[config.mk]
export PLATFORM = sky130hd
export DESIGN_NAME = uart_frame_scheduler_flat
export DESIGN_NICKNAME = d
export VERILOG_FILES = /design/src/rtl/uart_frame_scheduler_if.sv /design/src/rtl/uart_frame_scheduler.sv /design/src/flat_wrapper.sv
export SDC_FILE = /design/constraint.sdc
export NUM_CORES = 1
export LEC_CHECK = 0
export BUFFER_PORTS_ARGS = -buffer_cell sky130_fd_sc_hd__buf_2
export CORE_ASPECT_RATIO = 1.4
export CORE_MARGIN = 1
export CORE_UTILIZATION = 55
export DETAILED_ROUTE_END_ITERATION = 12
export PLACE_DENSITY_LB_ADDON = 0.3
export SLEW_MARGIN = 20
export SYNTH_ARGS = -nofsm -noshare
export SYNTH_HDL_FRONTEND = slang
export SYNTH_SLANG_ARGS = --single-unit
[constraint.sdc]
create_clock -name clk -period 6 [get_ports clk]
set_input_delay 1.2 -clock clk [delete_from_list [all_inputs] [get_ports clk]]
set_output_delay 1.2 -clock clk [all_outputs]
set_load 0.005 [all_outputs]
[src/rtl/uart_frame_scheduler_if.sv]
// -----------------------------------------------------------------------------
// uart_frame_scheduler_if
// Groups the command/sample/transmit signals that run between the frame
// scheduler and its neighbours (uart_rx, the SIPO sample path and uart_tx).
//
//   rx_ready    1                  strobe: rx_data holds a received command byte
//   rx_data     8                  received command byte
//   tx_ready    1                  uart_tx idle and able to accept a byte
//   ch_data     NUM_CH*SAMPLE_W    latest samples, channel n at [n*SAMPLE_W +: SAMPLE_W]
//   tx_send     1                  one-cycle byte-load strobe to uart_tx
//   tx_data     8                  byte to transmit
//   busy        1                  a frame is in progress
//   frame_done  1                  one-cycle pulse after the checksum byte
//   err_cmd     1                  one-cycle pulse on a rejected command
//   err_timeout 1                  one-cycle pulse on a timeout abort
//
// modport slave  : the scheduler itself
// modport master : the surrounding logic (or a testbench) driving it
// -----------------------------------------------------------------------------
interface uart_frame_scheduler_if #(
    parameter int unsigned NUM_CH   = 4,
    parameter int unsigned SAMPLE_W = 16
);
    logic                         rx_ready;
    logic [7:0]                   rx_data;
    logic                         tx_ready;
    logic [NUM_CH*SAMPLE_W-1:0]   ch_data;
    logic                         tx_send;
    logic [7:0]                   tx_data;
    logic                         busy;
    logic                         frame_done;
    logic                         err_cmd;
    logic                         err_timeout;

    modport master (
        output rx_ready, rx_data, tx_ready, ch_data,
        input  tx_send, tx_data, busy, frame_done, err_cmd, err_timeout
    );

    modport slave (
        input  rx_ready, rx_data, tx_ready, ch_data,
        output tx_send, tx_data, busy, frame_done, err_cmd, err_timeout
    );
endinterface

[src/rtl/uart_frame_scheduler.sv]
// -----------------------------------------------------------------------------
// uart_frame_scheduler
// Sequences the shared UART transmitter for the hydrophone readout path.
// A single-byte host command selects either every channel or one channel; the
// current samples are snapshotted and streamed as
//   label(CMD_CH_BASE+ch), sample[7:0], sample[15:8]  per channel,
// followed by one checksum byte (XOR of every earlier byte of the frame).
// Each byte uses a load / wait-for-low / wait-for-high handshake on tx_ready;
// any phase that stalls for TX_TIMEOUT cycles aborts the frame.
//
// Ports:
//   clk      system clock
//   reset_b  asynchronous active-low reset
//   bus      uart_frame_scheduler_if.slave (see the interface file for signals)
// -----------------------------------------------------------------------------
module uart_frame_scheduler #(
    parameter int unsigned NUM_CH      = 4,
    parameter int unsigned SAMPLE_W    = 16,
    parameter logic [7:0]  CMD_ALL     = 8'h41,
    parameter logic [7:0]  CMD_CH_BASE = 8'h30,
    parameter logic [19:0] TX_TIMEOUT  = 20'd100000
) (
    input  logic                         clk,
    input  logic                         reset_b,
    uart_frame_scheduler_if.slave        bus
);

    localparam int unsigned CH_W = (NUM_CH > 1) ? $clog2(NUM_CH) : 1;

    typedef enum logic [2:0] {
        IDLE,
        SEND,
        WAIT_LO,
        WAIT_HI,
        DONE
    } state_t;

    state_t                      state;
    logic [NUM_CH*SAMPLE_W-1:0]  snap;
    logic [CH_W-1:0]             ch_idx;
    logic [CH_W-1:0]             last_ch;
    logic [1:0]                  byte_idx;   // 0 label, 1 LSB, 2 MSB
    logic                        cks_phase;  // next/current byte is the checksum
    logic [7:0]                  checksum;
    logic [19:0]                 timer;

    // ------------------------------------------------------------------
    // Command decode. The 9-bit subtraction exposes a borrow so bytes
    // below CMD_CH_BASE are rejected rather than wrapping into range.
    // ------------------------------------------------------------------
    logic [8:0]      cmd_off;
    logic            cmd_is_all;
    logic            cmd_is_ch;
    logic [CH_W-1:0] cmd_ch;

    assign cmd_off    = {1'b0, bus.rx_data} - {1'b0, CMD_CH_BASE};
    assign cmd_is_all = (bus.rx_data == CMD_ALL);
    assign cmd_is_ch  = !cmd_off[8] && (cmd_off[7:0] < 8'(NUM_CH));
    assign cmd_ch     = cmd_off[CH_W-1:0];

    // ------------------------------------------------------------------
    // Byte selection for the current position in the frame.
    // ------------------------------------------------------------------
    logic [SAMPLE_W-1:0] cur_sample;
    logic [15:0]         cur_word;
    logic [7:0]          next_byte;

    assign cur_sample = snap[32'(ch_idx) * SAMPLE_W +: SAMPLE_W];
    assign cur_word   = 16'(cur_sample);

    // NOTE: every signal assigned in an always_comb gets a default first, so
    // no path through the block leaves it unassigned and no latch is inferred.
    always_comb begin
        next_byte = checksum;
        if (!cks_phase) begin
            case (byte_idx)
                2'd0:    next_byte = CMD_CH_BASE + 8'(ch_idx);
                2'd1:    next_byte = cur_word[7:0];
                default: next_byte = cur_word[15:8];
            endcase
        end
    end

    // Phase timer: saturates instead of wrapping.
    logic [19:0] timer_next;
    logic        timed_out;

    assign timer_next = (timer == '1) ? timer : timer + 20'd1;
    assign timed_out  = (timer >= TX_TIMEOUT);

    // ------------------------------------------------------------------
    // Scheduler FSM with registered outputs.
    // ------------------------------------------------------------------
    // NOTE: sequential state uses non-blocking assignments only, so every
    // register samples the pre-edge values regardless of statement order.
    always_ff @(posedge clk or negedge reset_b) begin
        if (!reset_b) begin
            state           <= IDLE;
            snap            <= '0;
            ch_idx          <= '0;
            last_ch         <= '0;
            byte_idx        <= '0;
            cks_phase       <= 1'b0;
            checksum        <= '0;
            timer           <= '0;
            bus.tx_send     <= 1'b0;
            bus.tx_data     <= '0;
            bus.busy        <= 1'b0;
            bus.frame_done  <= 1'b0;
            bus.err_cmd     <= 1'b0;
            bus.err_timeout <= 1'b0;
        end else begin
            bus.tx_send     <= 1'b0;
            bus.frame_done  <= 1'b0;
            bus.err_cmd     <= 1'b0;
            bus.err_timeout <= 1'b0;

            // A command arriving mid-frame is dropped, even in the cycle
            // a timeout fires, so both error pulses can coincide.
            if (state != IDLE && bus.rx_ready) begin
                bus.err_cmd <= 1'b1;
            end

            case (state)
                IDLE: begin
                    if (bus.rx_ready) begin
                        if (cmd_is_all || cmd_is_ch) begin
                            snap      <= bus.ch_data;
                            ch_idx    <= cmd_is_all ? '0 : cmd_ch;
                            last_ch   <= cmd_is_all ? CH_W'(NUM_CH - 1) : cmd_ch;
                            byte_idx  <= '0;
                            cks_phase <= 1'b0;
                            checksum  <= '0;
                            timer     <= '0;
                            bus.busy  <= 1'b1;
                            state     <= SEND;
                        end else begin
                            bus.err_cmd <= 1'b1;
                        end
                    end
                end

                SEND: begin
                    if (timed_out) begin
                        bus.err_timeout <= 1'b1;
                        bus.busy        <= 1'b0;
                        state           <= IDLE;
                    end else if (bus.tx_ready) begin
                        bus.tx_data <= next_byte;
                        bus.tx_send <= 1'b1;
                        if (!cks_phase) begin
                            checksum <= checksum ^ next_byte;
                        end
                        timer <= '0;
                        state <= WAIT_LO;
                    end else begin
                        timer <= timer_next;
                    end
                end

                WAIT_LO: begin
                    // tx_ready still reflects the idle transmitter during the
                    // strobe cycle, so it is only trusted once tx_send is low.
                    if (timed_out) begin
                        bus.err_timeout <= 1'b1;
                        bus.busy        <= 1'b0;
                        state           <= IDLE;
                    end else if (!bus.tx_send && !bus.tx_ready) begin
                        timer <= '0;
                        state <= WAIT_HI;
                    end else begin
                        timer <= timer_next;
                    end
                end

                WAIT_HI: begin
                    if (timed_out) begin
                        bus.err_timeout <= 1'b1;
                        bus.busy        <= 1'b0;
                        state           <= IDLE;
                    end else if (bus.tx_ready) begin
                        timer <= '0;
                        if (cks_phase) begin
                            state <= DONE;
                        end else begin
                            state <= SEND;
                            if (byte_idx == 2'd2) begin
                                byte_idx <= '0;
                                if (ch_idx == last_ch) begin
                                    cks_phase <= 1'b1;
                                end else begin
                                    ch_idx <= ch_idx + 1'b1;
                                end
                            end else begin
                                byte_idx <= byte_idx + 2'd1;
                            end
                        end
                    end else begin
                        timer <= timer_next;
                    end
                end

                DONE: begin
                    bus.frame_done <= 1'b1;
                    bus.busy       <= 1'b0;
                    state          <= IDLE;
                end

                default: begin
                    bus.busy <= 1'b0;
                    state    <= IDLE;
                end
            endcase
        end
    end

endmodule

[src/flat_wrapper.sv]
// flat-port wrapper written by rule: the top's interface ports become plain ports
module uart_frame_scheduler_flat 
#(
    parameter int unsigned NUM_CH      = 4,
    parameter int unsigned SAMPLE_W    = 16,
    parameter logic [7:0]  CMD_ALL     = 8'h41,
    parameter logic [7:0]  CMD_CH_BASE = 8'h30,
    parameter logic [19:0] TX_TIMEOUT  = 20'd100000
)
  (clk, reset_b, bus_rx_ready, bus_rx_data, bus_tx_ready, bus_ch_data, bus_tx_send, bus_tx_data, bus_busy, bus_frame_done, bus_err_cmd, bus_err_timeout);
  uart_frame_scheduler_if #(.NUM_CH(NUM_CH), .SAMPLE_W(SAMPLE_W)) bus_i ();
  input  logic clk;
  input  logic reset_b;
  input wire logic [$bits(bus_i.rx_ready)-1:0] bus_rx_ready;
  input wire logic [$bits(bus_i.rx_data)-1:0] bus_rx_data;
  input wire logic [$bits(bus_i.tx_ready)-1:0] bus_tx_ready;
  input wire logic [$bits(bus_i.ch_data)-1:0] bus_ch_data;
  output wire logic [$bits(bus_i.tx_send)-1:0] bus_tx_send;
  output wire logic [$bits(bus_i.tx_data)-1:0] bus_tx_data;
  output wire logic [$bits(bus_i.busy)-1:0] bus_busy;
  output wire logic [$bits(bus_i.frame_done)-1:0] bus_frame_done;
  output wire logic [$bits(bus_i.err_cmd)-1:0] bus_err_cmd;
  output wire logic [$bits(bus_i.err_timeout)-1:0] bus_err_timeout;
  assign bus_i.rx_ready = bus_rx_ready;
  assign bus_i.rx_data = bus_rx_data;
  assign bus_i.tx_ready = bus_tx_ready;
  assign bus_i.ch_data = bus_ch_data;
  assign bus_tx_send = bus_i.tx_send;
  assign bus_tx_data = bus_i.tx_data;
  assign bus_busy = bus_i.busy;
  assign bus_frame_done = bus_i.frame_done;
  assign bus_err_cmd = bus_i.err_cmd;
  assign bus_err_timeout = bus_i.err_timeout;
  uart_frame_scheduler #(.NUM_CH(NUM_CH), .SAMPLE_W(SAMPLE_W), .CMD_ALL(CMD_ALL), .CMD_CH_BASE(CMD_CH_BASE), .TX_TIMEOUT(TX_TIMEOUT)) u_core (.clk(clk), .reset_b(reset_b), .bus(bus_i));
endmodule
==> results of run 1 <==
==> synthesized netlist by cell type, types with 4 or more instances <==
cell / n
o21ai_0: 24
a31oi_1: 4
and3_1: 9
nor2_1: 23
nand3_1: 15
dfrtp_1: 115
xor2_1: 5
xnor2_1: 4
inv_1: 10
nand2_1: 32
and2_1: 7
nor3_1: 8
mux4_2: 14
a22o_1: 5
a21oi_1: 21
and4_1: 4
buf_1: 4
mux2_2: 68
o31ai_1: 10
clkbuf_1: 9
nor2b_1: 6
mux2i_1: 8
buf_2: 9
==> area by class of cell <==
class	instances	area [sq um]	area share (%)
clock inverters	13	136.4	2.055
repair buffers	90	457.9	6.902
inverters	10	37.54	0.5657
multi-input cells	311	2524	38.04
well taps	135	168.9	2.546
flip-flops and latches	115	2878	43.37
clock buffers	19	432.9	6.525
==> registers in the layout, indices dropped and copies added (netlist names) <==
register                cells
u_core.snap                64
u_core.timer               20
u_core.bus.tx_data          8
u_core.checksum             8
u_core.state                3
u_core.byte_idx             2
u_core.ch_idx               2
u_core.last_ch              2
u_core.bus.busy             1
u_core.bus.err_cmd          1
u_core.bus.err_timeout      1
u_core.bus.frame_done       1
u_core.bus.tx_send          1
u_core.cks_phase            1
==> worst min-delay path by stage <==
stage | end | slack, ns
final | u_core.bus.tx_data[7]$_DFFE_PN0P_ | 0.48
after detailed placement | u_core.bus.tx_data[7]$_DFFE_PN0P_ | 0.48
after global routing | u_core.bus.tx_data[6]$_DFFE_PN0P_ | 0.51
after CTS | u_core.bus.tx_data[7]$_DFFE_PN0P_ | 0.49
after floorplan | u_core.bus.tx_data[1]$_DFFE_PN0P_ | 0.47
after global placement | u_core.bus.tx_data[7]$_DFFE_PN0P_ | 0.46
==> stage by stage <==
| stage | util, % | hold slack, ns |
|---|---|---|
| global route | 67.39 | 0.5099 |
| floorplan | - | 0.4733 |
| CTS | 67.39 | 0.4884 |
| detailed placement | 61.61 | 0.4771 |
| global placement | 61.61 | 0.4630 |
| finish | 67.39 | 0.4836 |
==> cells by family (layout without fill, tap and decap cells) <==
group | Yosys count | count (layout)
XOR/XNOR | 9 | 9
buffers and inverters | 33 | 132
adder cells (fa/ha/maj) | 2 | 2
flip-flops | 115 | 115
AO/OA/AOI/OAI | 88 | 88
AND/OR/NAND/NOR | 122 | 122
multiplexers | 90 | 90
==> critical path: stages <==
cell,delay [ns]
buf_2,0.11
nor4b_1,0.39
o2bb2ai_1,0.23
and4_4,0.95
o21bai_4,0.35
nand2b_4,0.18
o311ai_1,0.33
==> metal layers <==
metal	wire length (um)	up-vias	GRT usage, %	share of wire, %
met1	4802	2045	30.11	40
met4	267	0	10.83	2.3
met5	0	-	0	0
met2	6216	112	40.65	52
li1	-	1867	-	-
met3	576	22	6.553	4.9
==> report_power, final <==
part	total [mW]	switching, mW	internal [mW]
clock network	0.966	0.357	0.609
registers	1.03	0.114	0.916
logic	0.532	0.281	0.251
==> placed cells by master (no fill, tap or decap), types with 14 or more instances in the layout <==
master,n
dfrtp_1,115
buf_2,87
mux2_2,68
nand2_1,32
o21ai_0,24
nor2_1,23
a21oi_1,21
clkbuf_16,17
nand3_1,15
mux4_2,14
==> reports/summary.txt, run 1 <==
Status = finished clean
Crit path time final = 3.508 ns
Setup_tns = 0 ns
FF-to-FF setup slack = 3.28 ns
H-tree depth = 4
Max cap viols = 0
Cts repair resizes = 0
TritonCTS buffer count = 17
Vias in the first global route = 4167
Share of cells above drive strength 1 = 38.35%
Die Area = 0.01049 sq mm
Synth warn = 0
Worst-path clk slew = 0.06 ns
Pre-CTS setup slack = 2.086 ns
DR vias/cell = 5.838
CP endpoint kind = register
Top Ports = 89
CTS tree = built
Deepest clock path buffer count = 2
Worst slew pin tran = 1.026 ns
Largest family of logic cells by synthesized area = multiplexers
Initial Utilization = 56.28%
Reg2reg start = u_core.state[2]$_DFFE_PN0P_
Share of the synthesized area in the top cell type = 51.93%
Worst skew pair latency = 0.41 ns
Number of synthesized register bits = 115
CTS Root Cell = clkbuf_16
Final-report hold violation count = 0
Non-Filler Instances = 693
Adder-cell share of the synthesized area = 0.4516%
Hold Startpoint = u_core.bus.tx_data[7]$_DFFE_PN0P_
Row count = 43
DR iter-0 viols = 202
Design area = 0.006635 sq mm
Ys async rst share = 100.0%
R2R cell count = 5
Post-Synth XOR/XNOR Area = 1.422%
Synth area leaders = dfrtp_1, mux2_2, mux4_2
Fin. max-slew vios = 0
Final net count = 623
Area Overhead vs Synth = 19.73%
PD cells = 381.0 mW/mm^2
Via count = 4046
Synth Area in Simple Gates = 11.54%
Register area share after synthesis = 51.93%
Crit path kind = input port to register
Post-synth top area cell = dfrtp_1
HP Class = register to register
Post-CTS Setup Bufs = 0
Synth Area in Compound Gates = 11.13%
Worst-path maximum fanout = 82
Clock skew = 0.008350 ns
Cell variety after synth = 53
Synth Flop Type = dfrtp_1
Antenna violations before repair = 0
Static Leak = 3.155 nW
WP data required = 6.30 ns
Capturing point of the worst reg2reg path = u_core.state[0]$_DFFE_PN0P_
Final period utilization = 58.46%
Worst Setup SP = bus_rx_data[1]
CP Launch Type = input port
Post-Syn Area = 0.005542 sq mm
Placed cell area = 0.006066 sq mm
Mux cell area share after synthesis = 20.95%
Relative slew slack = 31.61%
First-pass DRT Iterations = 6
DP HPWL = 7.965 mm
Post-Syn Instances = 459
Dpl cells = 661
VDD IR-drop max = 242.0 uV
Largest net degree at the start of global routing = 83
WL/cell = 17.12 um
Final Worst Setup Slack = 2.492 ns
WHS Path Cells = 2
Mean post-synth cell area = 12.07 sq um
Drt total wl = 11.86 mm
Net count after synthesis = 537
Post-cts hold buffer count = 0
Die X-Extent = 86.84 um
Routed Antenna Nets = 0
ANT cells = 0
Global-route wire length before repair = 19.75 mm
Total Routing Usage GR = 24.64%
# setup viols final = 0
CP Capture Point = u_core.state[0]$_DFFE_PN0P_
RSZ-0062 raised after global routing = false
DRC viols = 0
Grt ovf = 0
Die H = 120.8 um
Fillcell total = 712
EDFF count, synth = 0
Final GP Congestion = 0.8405
Fmax = 285.1 MHz
Clk sinks = 115
Overall power = 2.528 mW
PortBufs = 88
Core Region = 0.009846 sq mm
CP arrival = 3.81 ns
Power figures use the tool's default switching activity.
==> run 2, diff against run 1 <==
CORE_UTILIZATION = 51   (was 55)
clock period = 3.15 ns   (was 6 ns; I/O delays follow)
==> run 2 against run 1 <==
Compared with the run above:
- clock power increased by 84%
- critical path depth decreased by 1
- clock skew increased by 0.0061 ns
- wire length decreased by 0.92%
- worst setup slack got worse by 1.9 ns
- largest power group unchanged
- core utilization decreased by 3.4 points
- highest routed layer unchanged
- largest cell class unchanged
- cell count increased by 1.2%
- global-route usage decreased by 2.2 points
- sequential power increased by 90%
- worst hold slack got worse by 0.28 ns
- cell area increased by 0.81%
==> reports/summary.txt, run 2 (synthesis gave the netlist of run 1 again) <==
# setup viols final = 0
Core Region = 0.01046 sq mm
Die X-Extent = 90.10 um
Post-CTS Setup Bufs = 0
Status = finished clean
Final Worst Setup Slack = 0.5710 ns
DR iter-0 viols = 195
Row count = 44
First-pass DRT Iterations = 4
Largest registers = u_core.snap (64), u_core.timer (20)
Grt ovf = 0
Max incr delay on CP = 0.59 ns
Worst slew pin tran = 0.9930 ns
Global-route wire length before repair = 19.75 mm
Area of the multi-input gates = 0.002524 sq mm
Worst skew pair latency = 0.41 ns
Non-Filler Instances = 701
Most common cell after layout, fill and taps aside = dfrtp_1
Crit-path most repeated cell = or3_4
Register area = 0.002878 sq mm
Final period utilization = 81.87%
Static Leak = 3.173 nW
PD cells = 714.5 mW/mm^2
Deepest clock path buffer count = 2
Worst-path maximum fanout = 8
CTS tree = built
Top Ports = 89
Max cap viols = 0
Most flop-heavy register = u_core.snap
CP Launch Type = register
WP data required = 3.43 ns
Setup_tns = 0 ns
DRC viols = 0
Die Area = 0.01129 sq mm
Clock skew = 0.01449 ns
Fmax = 387.7 MHz
Crit path time final = 2.579 ns
Fin. max-slew vios = 0
PortBufs = 88
DR vias/cell = 5.800
Slowest stage cell, crit path = a2111oi_4
Max reg flops = 64
CP arrival = 2.86 ns
Post-cts hold buffer count = 0
Area Overhead vs Synth = 20.70%
CP endpoint kind = register
Vias in the first global route = 4179
Capturing point of the worst reg2reg path = u_core.ch_idx[0]$_DFFE_PN0P_
Dpl cells = 669
Cts repair resizes = 0
Reg2reg start = u_core.timer[17]$_DFFE_PN0P_
Initial Utilization = 52.98%
DP HPWL = 7.957 mm
ANT cells = 0
TritonCTS buffer count = 17
H-tree depth = 4
Routed Antenna Nets = 0
Fillcell total = 844
WL/cell = 16.77 um
CTS Root Cell = clkbuf_16
RSZ-0062 raised after global routing = false
Die H = 125.3 um
Drt total wl = 11.75 mm
Share of cells above drive strength 1 = 39.25%
HP Class = input port to async pin
Worst-path clk slew = 0.06 ns
Via count = 4066
Crit-path cells = or3_4, or3_4, a2111oi_4, a41oi_1, mux2i_1, o21ai_0
Largest net degree at the start of global routing = 74
Final GP Congestion = 0.7880
Relative slew slack = 33.80%
Crit path kind = register to register
VDD IR-drop max = 491.5 uV
Commonest cells after routing, fill and taps aside = dfrtp_1, buf_2, mux2_2
Worst Setup SP = u_core.timer[17]$_DFFE_PN0P_
Total Routing Usage GR = 22.42%
Final-report hold violation count = 0
FF-to-FF setup slack = 0.57 ns
R2R cell count = 6
Antenna violations before repair = 0
Pre-CTS setup slack = 0.4177 ns
Final net count = 628
Clk sinks = 115
## run 2: changes by cell type in the layout (fill, tap and decap cells not counted), sizes merged
cell	before	now
clkinv	6	1
clkinvlp	4	6
inv	11	17
bufinv	2	0
clkbuf	19	18
buf	90	95
## run 2: through the flow
step / hold WS (ns) / cell area (sq um) / total power [mW] / util [%]
floorplan: 0.3344 / 5542 / 2.669 / -
detailed placement: 0.4876 / 6132 / 3.013 / 58.62
global route: 0.2483 / 6689 / 5.017 / 63.95
finish: 0.2047 / 6689 / 4.780 / 63.95
global placement: 0.4806 / 6132 / 2.962 / 58.62
CTS: 0.2172 / 6689 / 4.812 / 63.95
## run 2: report_power, final
group / internal (mW) / total, mW / switching, mW
sequential: 1.74 / 1.96 / 0.221
combinational: 0.498 / 1.03 / 0.535
clock: 1.04 / 1.78 / 0.737
total: 3.29 / 4.78 / 1.49
## run 2: how the worst max path moves through the flow
stage                                     end  slack, ns  cells after the start
2_1_floorplan     u_core.snap[42]$_DFFE_PN0P_       0.83                      6
3_3_place_gp     u_core.ch_idx[0]$_DFFE_PN0P_       0.48                      8
3_5_place_dp     u_core.ch_idx[0]$_DFFE_PN0P_       0.42                      8
4_1_cts          u_core.ch_idx[0]$_DFFE_PN0P_       0.58                      6
5_1_grt        u_core.checksum[0]$_DFFE_PN0P_       0.42                      8
6_report         u_core.ch_idx[0]$_DFFE_PN0P_       0.57                      6
## run 2: worst max-delay path, delay by kind of cell (launching register included)
kind | cells | cell delay, ns
compound gates | 3 | 1.03
flops | 1 | 0.39
simple gates | 2 | 0.82
mux | 1 | 0.22
## run 2: routing by layer
layer,global-route usage (%),share of wire (%)
met2,37.67,52
met4,10.91,2.3
met3,7.117,5.0
met5,0,0
met1,25.87,41
## run 2: cell type report
cell class	count	share of cell area, %
Clock buffer	18	6.566
Clock inverter	14	1.758
Inverter	10	0.5612
Multi-Input combinational cell	311	37.73
Sequential cell	115	43.02
Tap cell	138	2.581
Timing Repair Buffer	95	7.782
